File: config.mk
export PLATFORM = sky130hd
export DESIGN_NAME = circuit_sequencer
export DESIGN_NICKNAME = d
export VERILOG_FILES = /design/src/rtl/circuit_sequencer.sv
export SDC_FILE = /design/constraint.sdc
export NUM_CORES = 1
export LEC_CHECK = 0
export CAP_MARGIN = 30
export CORE_AREA = 3 3 82 84
export CTS_CLUSTER_SIZE = 25
export DETAILED_ROUTE_END_ITERATION = 8
export DIE_AREA = 0 0 85 87
export PLACE_DENSITY = 0.72
export RECOVER_POWER = 50
export REMOVE_ABC_BUFFERS = 1
export SLEW_MARGIN = 20
export SYNTH_ARGS = -nofsm -noshare
export SYNTH_HDL_FRONTEND = slang
export SYNTH_SLANG_ARGS = --single-unit
File: constraint.sdc
create_clock -name CLK -period 1.8 [get_ports CLK]
set_input_delay 0.36 -clock CLK [delete_from_list [all_inputs] [get_ports CLK]]
set_output_delay 0.36 -clock CLK [all_outputs]
set_load 0.01 [all_outputs]
File: src/rtl/circuit_sequencer.sv
// Walks all 16 ABCD vectors into the lab flip-flop circuit, pulses its clock
// once per vector and packs the sampled Y/Z pairs into RESULT.
module circuit_sequencer #(
  parameter int unsigned SETUP_CYCLES = 2,
  parameter int unsigned HOLD_CYCLES  = 3
) (
  input  logic        CLK,
  input  logic        RST_N,
  input  logic        START,
  input  logic        ABORT,
  input  logic        Y_IN,
  input  logic        Z_IN,
  output logic [3:0]  VEC,
  output logic        DUT_CLK,
  output logic        BUSY,
  output logic        DONE,
  output logic [31:0] RESULT,
  output logic [4:0]  Z_COUNT
);

  // state  | meaning
  // IDLE   | outputs parked, waiting for START
  // SETUP  | vector driven, gates settling
  // PULSE  | DUT_CLK high for one cycle
  // HOLD   | waiting for the flip-flop outputs to settle
  // SAMPLE | Y/Z captured on the exit edge
  // DONE   | one-cycle completion strobe
  typedef enum logic [2:0] {
    S_IDLE, S_SETUP, S_PULSE, S_HOLD, S_SAMPLE, S_DONE
  } state_t;

  localparam logic [7:0] SETUP_LOAD = 8'(SETUP_CYCLES - 1);
  localparam logic [7:0] HOLD_LOAD  = 8'(HOLD_CYCLES - 1);

  state_t      state_q, state_d;
  logic [3:0]  idx_q, idx_d;
  logic [7:0]  cnt_q, cnt_d;
  logic [31:0] result_q, result_d;
  logic [4:0]  zcount_q, zcount_d;
  logic [3:0]  vec_q, vec_d;
  logic        dut_clk_q, dut_clk_d;
  logic        busy_q, busy_d;
  logic        done_q, done_d;

  always_comb begin
    state_d  = state_q;
    idx_d    = idx_q;
    cnt_d    = cnt_q;
    result_d = result_q;
    zcount_d = zcount_q;

    unique case (state_q)
      S_IDLE: begin
        if (START && !ABORT) begin
          state_d  = S_SETUP;
          idx_d    = 4'd0;
          cnt_d    = SETUP_LOAD;
          result_d = 32'd0;
          zcount_d = 5'd0;
        end
      end
      S_SETUP: begin
        if (cnt_q == 8'd0) begin
          state_d = S_PULSE;
        end else begin
          cnt_d = cnt_q - 8'd1;
        end
      end
      S_PULSE: begin
        state_d = S_HOLD;
        cnt_d   = HOLD_LOAD;
      end
      S_HOLD: begin
        if (cnt_q == 8'd0) begin
          state_d = S_SAMPLE;
        end else begin
          cnt_d = cnt_q - 8'd1;
        end
      end
      S_SAMPLE: begin
        result_d[{idx_q, 1'b1}] = Y_IN;
        result_d[{idx_q, 1'b0}] = Z_IN;
        zcount_d = zcount_q + {4'd0, Z_IN};
        if (idx_q == 4'hF) begin
          state_d = S_DONE;
        end else begin
          state_d = S_SETUP;
          idx_d   = idx_q + 4'd1;
          cnt_d   = SETUP_LOAD;
        end
      end
      S_DONE: begin
        state_d = S_IDLE;
      end
      default: begin
        state_d = S_IDLE;
      end
    endcase

    // Abort wins over every transition, including a pending sample.
    if (ABORT && (state_q != S_IDLE)) begin
      state_d  = S_IDLE;
      idx_d    = 4'd0;
      cnt_d    = 8'd0;
      result_d = result_q;
      zcount_d = zcount_q;
    end

    busy_d    = (state_d == S_SETUP) || (state_d == S_PULSE) ||
                (state_d == S_HOLD)  || (state_d == S_SAMPLE);
    vec_d     = busy_d ? idx_d : 4'd0;
    dut_clk_d = (state_d == S_PULSE);
    done_d    = (state_d == S_DONE);
  end

  always_ff @(posedge CLK or negedge RST_N) begin
    if (!RST_N) begin
      state_q   <= S_IDLE;
      idx_q     <= 4'd0;
      cnt_q     <= 8'd0;
      result_q  <= 32'd0;
      zcount_q  <= 5'd0;
      vec_q     <= 4'd0;
      dut_clk_q <= 1'b0;
      busy_q    <= 1'b0;
      done_q    <= 1'b0;
    end else begin
      state_q   <= state_d;
      idx_q     <= idx_d;
      cnt_q     <= cnt_d;
      result_q  <= result_d;
      zcount_q  <= zcount_d;
      vec_q     <= vec_d;
      dut_clk_q <= dut_clk_d;
      busy_q    <= busy_d;
      done_q    <= done_d;
    end
  end

  assign VEC     = vec_q;
  assign DUT_CLK = dut_clk_q;
  assign BUSY    = busy_q;
  assign DONE    = done_q;
  assign RESULT  = result_q;
  assign Z_COUNT = zcount_q;

endmodule
==> metrics.cfg <==
[status]
status = finished with violations
violations = negative setup slack

[timing]
fin_tns_setup_ns = -0.808
slew_violations = 0
hold_viol = 0
clock_skew_ns = 0.0133
rsz0062_at_grt = yes
hold-worst-slack_ns = 0.421
period_needed_ns = 1.93
fin_crit_sh = 1.07
timing.max_slew.rel_slack = 0.474
setup_viol = 14
layout_setup_ws_ns = -0.129
tightest_slew_ns = 0.788
fmax_ghz = 0.518

[detailed_routing]
wire_per_inst_um = 16.7
ant_nets = 0
wirelength_um = 7600
drtIter0Drc = 121
first_pass_iters = 4
drc = 0
vias_per_cell = 5.68
vias = 2583

[yosys]
synthMostInstantiatedCell = dfrtp_1
yosys_warnings = 0
ys_seq_area_frac = 0.508
ys_seq_elements = 59
synth.avg_cell_area_um2 = 10.8
synth_cell_types = 48
ys.flop_type = dfrtp_1
synth.area.top_cells = dfrtp_1, a32o_1, a22o_1
synth_top_cell_by_area = dfrtp_1
synth_commonest_cells = dfrtp_1, nor2_1, a32o_1, nand2_1, nand3_1
synthArstFlopShare = 1.00
postSynthCellCount = 269
synth-edff-count = 0
synth_area_um2 = 2910
synth_top_area_share = 0.508

[worst_setup_path]
start_kind = register
arrival_ns = 2.19
cp-end-kind = register
critPathMaxFanout = 5
required_ns = 2.07
crit_type = register to register

[clocking]
htreeDepth = 3
cts_root_buffer = clkbuf_8
cts_inserted_buffers = 9
cts_tree = done
ctsLongestPathBuffers = 2
clk_latency_ns = 0.34
clk_pin_slew_worst_paths_ns = 0.07
cts.sinks = 59

[layout]
layout.nets = 388
fillers = 434
final_design_area_no_fill_um2 = 4260
final_cells = 455
layout-drive-gt1-share = 0.316
final_util = 0.712
antennaDiodeCount = 0
area_delta_synth_final_pct = 46.6

[placement]
routabilityCongestion = 0.834
portBuffers = 49
dp_slack_ns = -0.463
dp.cells = 432
dp_hpwl_um = 5350
post_dp_cell_area_um2 = 3840

[floorplanning]
die_w_um = 85
die_h_um = 87
ios = 50
num_rows = 28
dieArea_um2 = 7400
initial_core_util = 0.486
coreArea_um2 = 5990

[power_and_ir_drop]
p_per_area_nw_per_um2 = 1300
peakVddDrop_v = 0.000945
power.leakage_nw = 1.92
power_mw = 5.54

[global_route]
grt_pass1_wl_um = 12400
grt_max_degree = 37
grt_pass1_vias = 2557
grt_antenna_before_repair = 0
grt-ovfl-total = 0
grt.total_usage = 0.215

[worst_hold_path]
hold_class = primary input to asynchronous set/reset pin

[job]
maxCapViolations = 0

[final timing paths]
check                           from         end  slack (ns)  depth (start not counted)
max                         cnt_q[2]      VEC[3]       -0.13                          5
min                            RST_N  RESULT[10]        0.42                          2
max reg2reg                 cnt_q[2]      VEC[3]       -0.13                          5
min reg2reg                RESULT[5]   RESULT[5]        0.49                          1
max in group asynchronous      RST_N  state_q[1]        0.23                          3
min in group CLK           RESULT[5]   RESULT[5]        0.49                          1
[worst max-delay path, stage by stage, from the launching register on]
cell,delay [ns]
dfrtp_1,0.39
or4_4,0.56
nor4_4,0.39
nor4_4,0.10
o22a_4,0.23
nor3b_2,0.18
[layout by cell type (no fill, tap or decap), types with 8 or more instances in the layout]
master	netlist	final
a22o_1	10	10
dfrtp_1	59	58
clkdlybuf4s50_1	0	40
a31oi_1	9	9
nand3_1	15	15
nor2_1	21	18
a32o_1	19	18
a21oi_1	12	11
dlygate4sd3_1	0	8
clkbuf_8	0	9
buf_4	1	54
nand2_1	19	18
[cell type report]
class	instances	area (µm²)	share of cell area
repair buffers	112	975	0.229
flip-flops and latches	59	1480	0.347
well taps	75	93.8	0.0220
clock inverters	7	124	0.0290
inverters	6	22.5	0.00528
clock buffers	9	124	0.0290
multi-input cells	187	1450	0.339
[metal layers]
| metal | part of all wire | GRT usage |
|---|---|---|
| met3 | 0.048 | 0.0530 |
| met2 | 0.52 | 0.357 |
| met1 | 0.42 | 0.271 |
| met5 | 0 | 0 |
| met4 | 0.012 | 0.0849 |
[registers in the layout (all words and copies together) (netlist names)]
register  cells
BUSY          1
DONE          1
DUT_CLK       1
RESULT       32
VEC           4
Z_COUNT       5
cnt_q         8
idx_q         4
state_q       3
[kinds of logic (layout without fill, tap and decap cells)]
family	count (synthesis)	in the layout	share of synthesized area
and+or+nand+nor	98	98	0.198
AOI/OAI and AO/OA	77	77	0.209
DFF	59	59	0.508
buffers and inverters	23	134	0.0396
adders and majority gates	7	7	0.0301
xor gates and xnor gates	4	4	0.0120
muxes	1	1	0.00344
[report_power, final]
part           internal, mW  switching (mW)
combinational          1.22            1.26
sequential             1.45           0.126
clock                 0.928           0.563
[what timing repair did]
item / 4_1_cts / 5_1_grt
endpoints found under the hold margin: 5 / 0
buffers inserted: 3 / 4
resized for setup: 11 / 24
endpoints found under the setup margin: 40 / 50
pin swaps: 6 / 20
hold buffers: 1 / 0
cloned: 0 / 0
(Power assumes the default switching activity.)
